<file path="src/rtl/disp_scan_fmt.sv">
// disp_scan_fmt
// Captures N_FIELDS binary values on a load strobe, converts each one to BCD
// with a sequential shift-and-add-3 converter, formats the result into a row
// of digit codes (leading-zero blanking, overflow dashes, separators) and then
// scans that row out one digit at a time for a seven-segment decoder.
//
// Ports
//   clk        system clock
//   rst_n      synchronous active-low reset
//   load       one-cycle capture strobe for val and lz_blank
//   val        packed field values, field i at val[BIN_W*(i+1)-1 : BIN_W*i]
//   lz_blank   per-field leading-zero blanking enable (captured with load)
//   blink_mask per-field blink enable (live)
//   dp_mask    per-position decimal point enable (live)
//   light      current scan position, 0 = leftmost
//   num        digit code: 0-9 digit, 11 dash, 12 blank
//   dot        decimal point, active-low
//   busy       conversion in progress
//   done       one-cycle pulse when new codes are committed to the display
module disp_scan_fmt #(
    parameter int N_FIELDS     = 3,
    parameter int FIELD_DIGITS = 2,
    parameter int SEP          = 1,
    parameter int BIN_W        = 7,
    parameter int SCAN_DIV     = 50000,
    parameter int BLINK_DIV    = 128,
    localparam int N_DIG = N_FIELDS*FIELD_DIGITS + SEP*(N_FIELDS-1),
    localparam int LW    = (N_DIG > 1) ? $clog2(N_DIG) : 1
) (
    input  logic                      clk,
    input  logic                      rst_n,
    input  logic                      load,
    input  logic [N_FIELDS*BIN_W-1:0] val,
    input  logic [N_FIELDS-1:0]       lz_blank,
    input  logic [N_FIELDS-1:0]       blink_mask,
    input  logic [N_DIG-1:0]          dp_mask,
    output logic [LW-1:0]             light,
    output logic [3:0]                num,
    output logic                      dot,
    output logic                      busy,
    output logic                      done
);

    localparam int BW     = 4*FIELD_DIGITS;
    localparam int FW     = (N_FIELDS > 1) ? $clog2(N_FIELDS) : 1;
    localparam int CW     = (BIN_W > 1) ? $clog2(BIN_W) : 1;
    localparam int DW     = (SCAN_DIV > 1) ? $clog2(SCAN_DIV) : 1;
    localparam int BKW    = (BLINK_DIV > 1) ? $clog2(BLINK_DIV) : 1;
    localparam int STRIDE = FIELD_DIGITS + SEP;
    localparam int LIMIT  = 10**FIELD_DIGITS;

    typedef enum logic [1:0] {
        IDLE,
        LOAD_F,
        SHIFT,
        COMMIT
    } state_t;

    state_t                      state_q, state_d;
    logic [FW-1:0]               fld_q, fld_d;
    logic [CW-1:0]               cnt_q, cnt_d;
    logic [N_FIELDS*BIN_W-1:0]   val_sh_q, val_sh_d;
    logic [N_FIELDS-1:0]         lz_sh_q, lz_sh_d;
    logic [BIN_W-1:0]            shift_q, shift_d;
    logic [BW-1:0]               bcd_q, bcd_d;
    logic [N_FIELDS-1:0]         ovf_q, ovf_d;
    logic [N_FIELDS*BW-1:0]      stage_q, stage_d;
    logic [N_DIG-1:0][3:0]       disp_q, disp_d;
    logic [DW-1:0]               div_q, div_d;
    logic [LW-1:0]               light_q, light_d;
    logic [BKW-1:0]              frame_q, frame_d;
    logic                        blink_q, blink_d;
    logic [3:0]                  num_q, num_d;
    logic                        dot_q, dot_d;

    logic [BIN_W-1:0]            cur_field;
    logic [31:0]                 field_wide;
    logic [BW-1:0]               bcd_adj;
    logic [BW-1:0]               bcd_shift;
    logic [N_DIG-1:0][3:0]       fmt;
    logic [N_DIG-1:0]            blink_pos;
    logic                        lead;
    logic [3:0]                  nib;

    // One double-dabble step: every BCD nibble of 5 or more gets +3 so that
    // the following left shift carries correctly into the next decade.
    always_comb begin
        cur_field  = val_sh_q[int'(fld_q)*BIN_W +: BIN_W];
        field_wide = 32'(cur_field);
        bcd_adj    = bcd_q;
        for (int i = 0; i < FIELD_DIGITS; i++) begin
            if (bcd_q[4*i +: 4] >= 4'd5) begin
                bcd_adj[4*i +: 4] = bcd_q[4*i +: 4] + 4'd3;
            end
        end
        bcd_shift = {bcd_adj[BW-2:0], shift_q[BIN_W-1]};
    end

    // Display image built from the staging slots. Digit 0 of a field is its
    // most significant digit; blanking stops at the first nonzero digit and
    // never touches the last digit, so a zero value still shows one 0.
    // blink_pos marks which scan positions belong to a blinking field.
    always_comb begin
        fmt       = {N_DIG{4'd12}};
        blink_pos = '0;
        lead      = 1'b0;
        nib       = 4'd0;
        for (int f = 0; f < N_FIELDS; f++) begin
            lead = lz_sh_q[f];
            for (int d = 0; d < FIELD_DIGITS; d++) begin
                nib = stage_q[f*BW + 4*(FIELD_DIGITS-1-d) +: 4];
                if (ovf_q[f]) begin
                    fmt[f*STRIDE+d] = 4'd11;
                end else if (lead && (nib == 4'd0) && (d != FIELD_DIGITS-1)) begin
                    fmt[f*STRIDE+d] = 4'd12;
                end else begin
                    fmt[f*STRIDE+d] = nib;
                    lead = 1'b0;
                end
                blink_pos[f*STRIDE+d] = blink_mask[f];
            end
            if ((SEP != 0) && (f < N_FIELDS-1)) begin
                fmt[f*STRIDE+FIELD_DIGITS] = 4'd11;
            end
        end
    end

    // Converter FSM. A load is accepted in every state and always restarts
    // from field 0; the display registers only change in COMMIT, so an
    // abandoned conversion never reaches the screen.
    always_comb begin
        state_d  = state_q;
        fld_d    = fld_q;
        cnt_d    = cnt_q;
        val_sh_d = val_sh_q;
        lz_sh_d  = lz_sh_q;
        shift_d  = shift_q;
        bcd_d    = bcd_q;
        ovf_d    = ovf_q;
        stage_d  = stage_q;
        disp_d   = disp_q;

        case (state_q)
            IDLE: begin
            end
            LOAD_F: begin
                shift_d       = cur_field;
                bcd_d         = '0;
                ovf_d[fld_q]  = (field_wide >= 32'(LIMIT));
                cnt_d         = '0;
                state_d       = SHIFT;
            end
            SHIFT: begin
                bcd_d   = bcd_shift;
                shift_d = shift_q << 1;
                cnt_d   = cnt_q + CW'(1);
                if (cnt_q == CW'(BIN_W-1)) begin
                    stage_d[int'(fld_q)*BW +: BW] = bcd_shift;
                    if (fld_q == FW'(N_FIELDS-1)) begin
                        state_d = COMMIT;
                    end else begin
                        fld_d   = fld_q + FW'(1);
                        state_d = LOAD_F;
                    end
                end
            end
            COMMIT: begin
                disp_d  = fmt;
                state_d = IDLE;
            end
            default: begin
                state_d = IDLE;
            end
        endcase

        if (load) begin
            val_sh_d = val;
            lz_sh_d  = lz_blank;
            fld_d    = '0;
            state_d  = LOAD_F;
        end
    end

    // Free-running scan: the divider paces the position counter, each wrap
    // of the position counter is one frame, and the blink phase flips every
    // BLINK_DIV frames. The output registers are loaded from the next-state
    // values so a commit or a mask change shows up on the very next cycle.
    always_comb begin
        div_d   = div_q + DW'(1);
        light_d = light_q;
        frame_d = frame_q;
        blink_d = blink_q;
        if (div_q == DW'(SCAN_DIV-1)) begin
            div_d = '0;
            if (light_q == LW'(N_DIG-1)) begin
                light_d = '0;
                if (frame_q == BKW'(BLINK_DIV-1)) begin
                    frame_d = '0;
                    blink_d = ~blink_q;
                end else begin
                    frame_d = frame_q + BKW'(1);
                end
            end else begin
                light_d = light_q + LW'(1);
            end
        end

        if (blink_d && blink_pos[light_d]) begin
            num_d = 4'd12;
        end else begin
            num_d = disp_d[light_d];
        end
        dot_d = ~dp_mask[light_d];
    end

    // State register; reset blanks the display and aborts any conversion.
    always_ff @(posedge clk) begin
        if (!rst_n) begin
            state_q  <= IDLE;
            fld_q    <= '0;
            cnt_q    <= '0;
            val_sh_q <= '0;
            lz_sh_q  <= '0;
            shift_q  <= '0;
            bcd_q    <= '0;
            ovf_q    <= '0;
            stage_q  <= '0;
            disp_q   <= {N_DIG{4'd12}};
            div_q    <= '0;
            light_q  <= '0;
            frame_q  <= '0;
            blink_q  <= 1'b0;
            num_q    <= 4'd12;
            dot_q    <= 1'b1;
        end else begin
            state_q  <= state_d;
            fld_q    <= fld_d;
            cnt_q    <= cnt_d;
            val_sh_q <= val_sh_d;
            lz_sh_q  <= lz_sh_d;
            shift_q  <= shift_d;
            bcd_q    <= bcd_d;
            ovf_q    <= ovf_d;
            stage_q  <= stage_d;
            disp_q   <= disp_d;
            div_q    <= div_d;
            light_q  <= light_d;
            frame_q  <= frame_d;
            blink_q  <= blink_d;
            num_q    <= num_d;
            dot_q    <= dot_d;
        end
    end

    assign light = light_q;
    assign num   = num_q;
    assign dot   = dot_q;
    assign busy  = (state_q != IDLE);
    assign done  = (state_q == COMMIT);

endmodule

</file>
<file path="config.mk">
export PLATFORM = sky130hd
export DESIGN_NAME = disp_scan_fmt
export DESIGN_NICKNAME = d
export VERILOG_FILES = /design/src/rtl/disp_scan_fmt.sv
export SDC_FILE = /design/constraint.sdc
export NUM_CORES = 1
export LEC_CHECK = 0
export BUFFER_PORTS_ARGS = -buffer_cell sky130_fd_sc_hd__clkbuf_2
export CELL_PAD_IN_SITES_DETAIL_PLACEMENT = 1
export CELL_PAD_IN_SITES_GLOBAL_PLACEMENT = 1
export CORE_UTILIZATION = 48
export CTS_BUF_LIST = sky130_fd_sc_hd__clkbuf_4
export DETAILED_ROUTE_END_ITERATION = 7
export PLACE_DENSITY_LB_ADDON = 0.1
export SLEW_MARGIN = 25
export SYNTH_ARGS = -nofsm -noshare
export SYNTH_HDL_FRONTEND = slang
export SYNTH_SLANG_ARGS = --single-unit
</file>
<file path="constraint.sdc">
create_clock -name clk -period 2.6 [get_ports clk]
set_clock_uncertainty 0.1 [all_clocks]
set_input_delay 0.52 -clock clk [delete_from_list [all_inputs] [get_ports clk]]
set_output_delay 0.52 -clock clk [all_outputs]
set_load 0.02 [all_outputs]
</file>
Word level (Yosys, flattened, before mapping)
Cells that the tools add are included.
Widths: inputs -> output; s select.

storage, ports and cells
  input port bits = 38
  output and inout port bits = 10
  flip-flop bits (word level) = 137

operators by class
  multipliers = 1
  reduce and logical (&&, ||, !) cells = 20
  multiplexer cells = 35
  bitwise logic cells = 4
  add/sub/neg operators = 8
  shifts and indexed selects = 3
  $lt $le $gt $ge = 6
  equality and inequality tests = 10

operators by type and width
  operator                 count
  $mux 4                   11
  $neg 5->33               1
  $shift 8x33->24 const A  1
  $shiftx 8x33->24         1
  $mux 32                  1
  $bwmux 24                1
  $shiftx 21x6->7          1
  $add 16x1->16 const B    1
  $eq 16x16->1 const B     1
  $pmux 8 s2               1
  $pmux 7 s2               1
  $bmux 4 s3               1
  $logic_not 4->1          3
  $mux 3                   3
  $ge 4x3->1 const B       2
  $reduce_and 2->1         4
  $add 7x1->7 const B      1
  $eq 7x7->1 const B       1
  $ge 7x7->1 const B       1
  $mux 1                   7
  $mux 7                   1
  $add 3x1->3 const B      2
  $bmux 1 s3               2
  $eq 2x2->1 const B       3
  23 further kinds         35

Logic depth before layout (Yosys ltp)
Gate-level depths: netlist of run 1.

  word-level depth = 7
  depth in mapped cells = 9

Least setup slack after synthesis of run 1
OpenSTA, ideal clock, no wires.

  kind = reg-to-reg
  start = register light_q[1], in the netlist light[1]
  end = register num_q[1], in the netlist num[1]
  arrival time = 2.205 ns
  cell stages (with the launch flop) = 10
  library setup time = 0.103 ns
  clock period less this slack = 2.409 ns
  buffers on the path = 1
  path slack = 0.191 ns
  cell sequence = dfxtp_1 -> ha_1 -> ha_1 -> and4_1 -> nand4_1 -> o21ai_2 -> buf_6 -> mux2i_1 -> o22ai_1 -> a2111oi_2

on the way
  longest elaborated chain between the ends = 7

ends and longest elaborated chain
  what                                              line      text
  start, declared                                   70        logic [LW-1:0] light_q, light_d;
  start signal, assigned                            247       light_q <= light_d;
  $add 3x1->3 / $eq 3x3->1 (equally long branches)  204, 195
  $mux 3                                            195       if (light_q == LW'(N_DIG-1)) begin
  $mux 3                                            193       if (div_q == DW'(SCAN_DIV-1)) begin
  $bmux 1 s3                                        208       if (blink_d && blink_pos[light_d]) begin
  $mux 1 (implied by the code)                      208
  $logic_and 1x1->1                                 208
  $reduce_or 2->1 (no line)                         n/a
  end signal, assigned                              250       num_q <= num_d;
  end, declared                                     73        logic [3:0] num_q, num_d;

Parallel ways exist; a longest one is shown, timed or not. The select of a mux whose other input is x is not followed.
A chain may end at the register's enable or synchronous reset.

Worst setup path in the final report of run 1
  start = register div_q[0]
  end = register num_q[0], in the netlist num[0]

on the way
  longest elaborated chain between the ends = 6

ends and longest elaborated chain
  what                          line  text
  start, declared               69    logic [DW-1:0] div_q, div_d;
  start signal, assigned        246   div_q <= div_d;
  $eq 16x16->1 (*)              193
  $mux 3                        193
  $bmux 1 s3                    208
  $mux 1 (implied by the code)  208
  $logic_and 1x1->1             208
  $reduce_or 2->1 (no line)     n/a

Mark *: on every way between the ends. The rest lies on a longest branch, timed or not. The select of a mux whose other input is x is not followed.

==> metrics.csv, run 1 <==
metric;value;unit
relSlewSlack;55.34;%
p_switching;941.2;uW
htreeDepth;4;
slew_viol_final;0;
outcome;complete, no violations;
timing.fmax;406.9;MHz
numClockSinks;137;
boundaryPins;48;
vias;5334;
synthToLayoutAreaGrowth;11.12;%
p_per_area;516.6;mW/mm2
synth_nets;783;
min_path_type;input pin to flip-flop;
cap_violations;0;
ys_warn_count;0;
swShare;24.95;%
syn_inst;725;
setup_viol;0;
synth-seq-cells;137;
crit_path_top_delay_cell;dfxtp_1;
clk_path_buf_depth;2;
avgSynthCellArea;9.064;um2
track_usage;24.13;%
min_period;2.458;ns
rsz0062_at_grt;true;
drc;0;
fin_crit_sh;94.53;%
gp_congestion;0.8247;
synth-edff-count;0;
seqPwrFrac;57.5;%
startpoint_type;flip-flop;
routedWlPerCell;16.96;um
tightest_slew;0.6652;ns
seq_area;0.002743;mm2
yosysSeqAreaShare;41.74;%
postRouteAntennaNets;0;
drt_iter0_drc;285;
cts_buffers;17;
cp-end-kind;flip-flop;
root_buffer;clkbuf_4;
vdd_drop_max;0.0003421;V
drt-vias-per-instance;5.545;
totalWireLength;16.32;mm
hold_buffers;0;
stdcell_count;962;
p_clk_share;35.5;%
antenna_cells;0;
path_max_fanout;12;
firstDrtPassIters;4;
multi_input_area;0.003581;mm2
dpl.hpwl;12.15;mm
fp.coreArea;0.01330;mm2
required;2.94;ns
cpPeakStageDelay;0.37;ns
dp.cells;928;
die_h;119.0;um
fillers;1576;
fin_util;54.92;%
combPwrFrac;7.0;%
setup.worst_path.class;flip-flop to flip-flop;
insertion_delay;0.54;ns
cts_tree;yes;
first_global_vias;5545;
fin_nets;831;
path_cells;ha_1 -> and3_2 -> and4_4 -> mux2_2 -> a22oi_1 -> o221ai_2 -> a2111oi_2;
overflow;0;
p_leak;2.764;nW
hold_viol;0;
die_area;0.01416;mm2
grt_max_degree;43;
io_buffers;47;
drive_gt1_share;15.27;%
initial_utilization;49.43;%
std_cell_rows;42;
die_w;119.0;um
arrival;2.80;ns
synth_ff_type;dfxtp_1;
antenna_found_initial;0;
synthDistinctLibCells;64;
clk_pin_slew;0.12;ns
syn_area;0.006571;mm2
grt_pass1_wl;27.15;mm
p_int;2.831;mW
synthArstFlopShare;0;%
-- repair_timing --
action / in CTS / in global routing
buffers inserted: 0 / 2
endpoints found under the setup margin: 0 / 5
hold endpoints to repair: 0 / 0
resized for setup: 0 / 3
-- final timing paths --
kind / slack, ns / from / depth (start not counted) / end
worst max-delay path: 0.14 / div_q[0]$_SDFF_PP0_ / 7 / num[0]$_SDFF_PP0_
worst min-delay path: 0.13 / lz_blank[1] / 3 / lz_sh_q[1]$_SDFFE_PN0P_
worst max register to register: 0.14 / div_q[0]$_SDFF_PP0_ / 7 / num[0]$_SDFF_PP0_
worst min register to register: 0.35 / div_q[0]$_SDFF_PP0_ / 1 / div_q[0]$_SDFF_PP0_
-- state kept, by name, indices dropped and copies added, names as in the netlist --
signal	flops
shift_q	7
ovf_q	3
div_q	16
lz_sh_q	3
dot	1
cnt_q	3
num	4
disp_q	32
state_q	2
fld_q	2
frame_q	7
blink_q	1
val_sh_q	21
light	3
stage_q	24
bcd_q	8
-- worst max-delay path, delay by kind of cell (launching register included) --
family                     cells  cell delay [ns]
DFF                            1             0.37
adders and majority gates      1             0.22
AOI/OAI and AO/OA              3             0.67
muxes                          1             0.35
and+or+nand+nor                2             0.65
-- layer usage --
metal / vias up / wire, um / track usage [%]
met4: 0 / 393 / 10.68
met2: 87 / 8224 / 42.77
met3: 26 / 519 / 4.406
met5: - / 0 / 0
li1: 2636 / - / -
met1: 2585 / 7180 / 28.18
-- cell families after synthesis --
group / after synthesis / share of synthesized area, %
buf+inv: 62 / 3.941
xor+xnor: 21 / 2.799
compound gates: 125 / 13.16
flops: 137 / 41.74
mux: 59 / 9.216
simple gates: 301 / 25.34
fa+ha+maj: 20 / 3.808
-- layout by cell type, fill, tap and decap left out, drive strengths merged, types with 3 or more instances in the layout --
cell       n
nand3     27
xnor2     10
o21a       3
a211oi     3
a2111oi    3
nand4      5
clkinv    10
a22oi     26
nor2b     69
nor4       3
nor3      10
or3       14
mux2i     53
o22ai     13
and4       4
nor4b      5
nor3b      3
a31oi      3
mux2       6
a21boi    11
and3       5
o21ai     29
and2      19
ha        20
xor2      11
nand2     56
clkbuf    65
a21oi     12
buf       24
inv       20
dfxtp    137
nand2b    20
o211ai     6
nor2      51
-- synth_stat cells (3+ instances only) --
cell type | instances | area [um2]
nand2b_1 | 20 | 125.1
nor2b_1 | 69 | 431.7
nor3b_1 | 3 | 22.52
nor4b_1 | 3 | 26.28
clkbuf_1 | 32 | 120.1
dfxtp_1 | 137 | 2743
o22ai_1 | 13 | 81.33
xor2_1 | 11 | 96.34
o21ai_0 | 27 | 135.1
a31oi_1 | 3 | 18.77
o21a_1 | 3 | 22.52
a21boi_0 | 11 | 82.58
ha_1 | 20 | 250.2
xnor2_1 | 10 | 87.58
a21oi_1 | 12 | 60.06
or3_1 | 14 | 87.58
mux2_2 | 4 | 45.04
nand3_1 | 27 | 135.1
nor2_1 | 51 | 191.4
and2_1 | 19 | 118.9
nand2_1 | 56 | 210.2
nor4_1 | 3 | 18.77
o211ai_1 | 6 | 45.04
inv_1 | 20 | 75.07
nand4_1 | 4 | 25.02
and4_1 | 3 | 26.28
buf_6 | 3 | 33.78
mux2i_1 | 53 | 530.5
buf_1 | 4 | 15.01
nor3_1 | 10 | 50.05
a22oi_1 | 25 | 187.7
and3_1 | 5 | 31.28
a211oi_1 | 3 | 22.52
buf_2 | 3 | 15.01
-- power by group through the flow --
stage,Sequential (mW),Clock [mW],Combinational [mW]
floorplan,2.21,0,0.182
global placement,2.22,0,0.257
detailed placement,2.22,0,0.268
CTS,2.17,1.39,0.269
global route,2.18,1.48,0.294
finish,2.17,1.34,0.265
-- cell type report --
class / count / area share [%]
Timing Repair Buffer: 71 / 5.689
Multi-Input combinational cell: 526 / 49.04
Sequential cell: 137 / 37.56
Clock inverter: 14 / 1.816
Tap cell: 176 / 3.016
Inverter: 20 / 1.028
Clock buffer: 18 / 1.851
-- stage by stage --
step	power [mW]	setup TNS (ns)	hold WS (ns)	cell area [um2]	setup slack (ns)
global route	3.948	-0.02143	0.1009	7302	-0.01173
detailed placement	2.486	0	0.3209	7008	0.1015
floorplan	2.394	0	0.3015	6571	0.1911
finish	3.772	0	0.1307	7302	0.1423
CTS	3.825	0	0.07795	7276	0.06919
global placement	2.472	0	0.3235	7008	0.2117
Power figures use the tool's default switching activity.
==> inputs of run 2 (changes only) <==
--- a/config.mk
+++ b/config.mk
@@ -12,6 +12,7 @@
 export CTS_BUF_LIST = sky130_fd_sc_hd__clkbuf_4
 export DETAILED_ROUTE_END_ITERATION = 7
 export PLACE_DENSITY_LB_ADDON = 0.1
+export RECOVER_POWER = 25
 export SLEW_MARGIN = 25
 export SYNTH_ARGS = -nofsm -noshare
 export SYNTH_HDL_FRONTEND = slang
==> metrics.csv, run 2 (synthesized netlist as in run 1, its figures left out) <==
metric;value;unit
gp_congestion;0.8247;
ff2ff_path_depth;7;
routedWlPerCell;16.97;um
min_path_cells;3;
cap_violations;0;
slew_viol_final;0;
vdd_drop_max;0.0003421;V
numClockSinks;137;
insertion_delay;0.54;ns
cts_tree;yes;
die_h;119.0;um
drc;0;
hold_viol;0;
relSlewSlack;32.27;%
hold_buffers;0;
clk_pin_slew;0.12;ns
arrival;2.80;ns
io_buffers;47;
largest_register_ffs;32;
grt_pass1_wl;27.15;mm
totalWireLength;16.33;mm
dp_slack;0.1015;ns
regToRegSetupSlack;0.14;ns
dpl.hpwl;12.15;mm
tns;0;ns
boundaryPins;48;
timing.fmax;406.9;MHz
min_period;2.457;ns
std_cell_rows;42;
setup_slack;0.1426;ns
synthToLayoutAreaGrowth;11.04;%
overflow;0;
cts_buffers;17;
p_leak;2.757;nW
tightest_slew;1.016;ns
final_common_cell;dfxtp_1;
rsz0062_at_grt;true;
fp.coreArea;0.01330;mm2
firstDrtPassIters;6;
die_area;0.01416;mm2
startpoint_type;flip-flop;
outcome;complete, no violations;
fin_nets;831;
min_path_type;input pin to flip-flop;
antenna_cells;0;
cp-end-kind;flip-flop;
fin_crit_sh;94.51;%
grt_max_degree;43;
postRouteAntennaNets;0;
first_global_vias;5545;
drt_iter0_drc;284;
final_cell_mix;dfxtp_1, nor2b_1, nand2_1;
path_max_fanout;12;
setup_viol;0;
initial_utilization;49.43;%
die_w;119.0;um
drive_gt1_share;15.01;%
antenna_found_initial;0;
setup.worst_path.class;flip-flop to flip-flop;
htreeDepth;4;
vias;5325;
drt-vias-per-instance;5.535;
clk_path_buf_depth;2;
reg_top3;disp_q x32, stage_q x24, val_sh_q x21;
root_buffer;clkbuf_4;
required;2.94;ns
p_per_area;516.8;mW/mm2
track_usage;24.13;%
largest-register;disp_q;
-- run 2: cell count changes in the layout (fill, tap and decap cells not counted) --
cell | previous run | this run
clkbuf_1 | 0 | 2
buf_4 | 24 | 23
clkbuf_2 | 47 | 46
-- run 2: final cells by class --
cell class              instances  area (um2)
clock buffers                  18       135.1
clock inverters                14       132.6
fillers                      1578        5998
inverters                      20       75.07
multi-input cells             526        3581
flip-flops and latches        137        2743
well taps                     176       220.2
repair buffers                 71       410.4
-- run 2: final timing paths --
kind,from,end
worst max-delay path,div_q[0]$_SDFF_PP0_,num[0]$_SDFF_PP0_
worst min-delay path,lz_blank[1],lz_sh_q[1]$_SDFFE_PN0P_
worst max register to register,div_q[0]$_SDFF_PP0_,num[0]$_SDFF_PP0_
worst min register to register,div_q[0]$_SDFF_PP0_,div_q[0]$_SDFF_PP0_
-- run 2: per-stage QoR --
step | hold slack [ns] | total power, mW | instance area, um2 | std cells | util, %
2_1_floorplan | 0.3015 | 2.394 | 6571 | 725 | -
3_3_place_gp | 0.3235 | 2.472 | 7008 | 928 | 52.71
3_5_place_dp | 0.3209 | 2.486 | 7008 | 928 | 52.71
4_1_cts | 0.07795 | 3.825 | 7276 | 960 | 54.72
5_1_grt | 0.1015 | 3.948 | 7297 | 962 | 54.88
6_report | 0.1308 | 3.771 | 7297 | 962 | 54.88
-- run 2: timing repair --
item / CTS / global route
gates resized for setup: 0 / 3
setup buffers: 0 / 2
setup endpoints to repair: 0 / 5
-- run 2: metal layers --
layer / track usage (%) / share of wire, %
met1: 28.18 / 44
met2: 42.77 / 50
met3: 4.406 / 3.3
met4: 10.68 / 2.4
met5: 0 / 0
-- run 2: worst max-delay path, cell delays in order (launching register included) --
cell	delay (ns)
dfxtp_1	0.37
ha_1	0.22
and3_2	0.29
and4_4	0.36
mux2_2	0.35
a22oi_1	0.18
o221ai_2	0.20
a2111oi_2	0.29
-- run 2: report_power, final --
part	switching, mW	internal, mW
Clock	0.770	0.566
Combinational	0.144	0.120
Sequential	0.0256	2.14
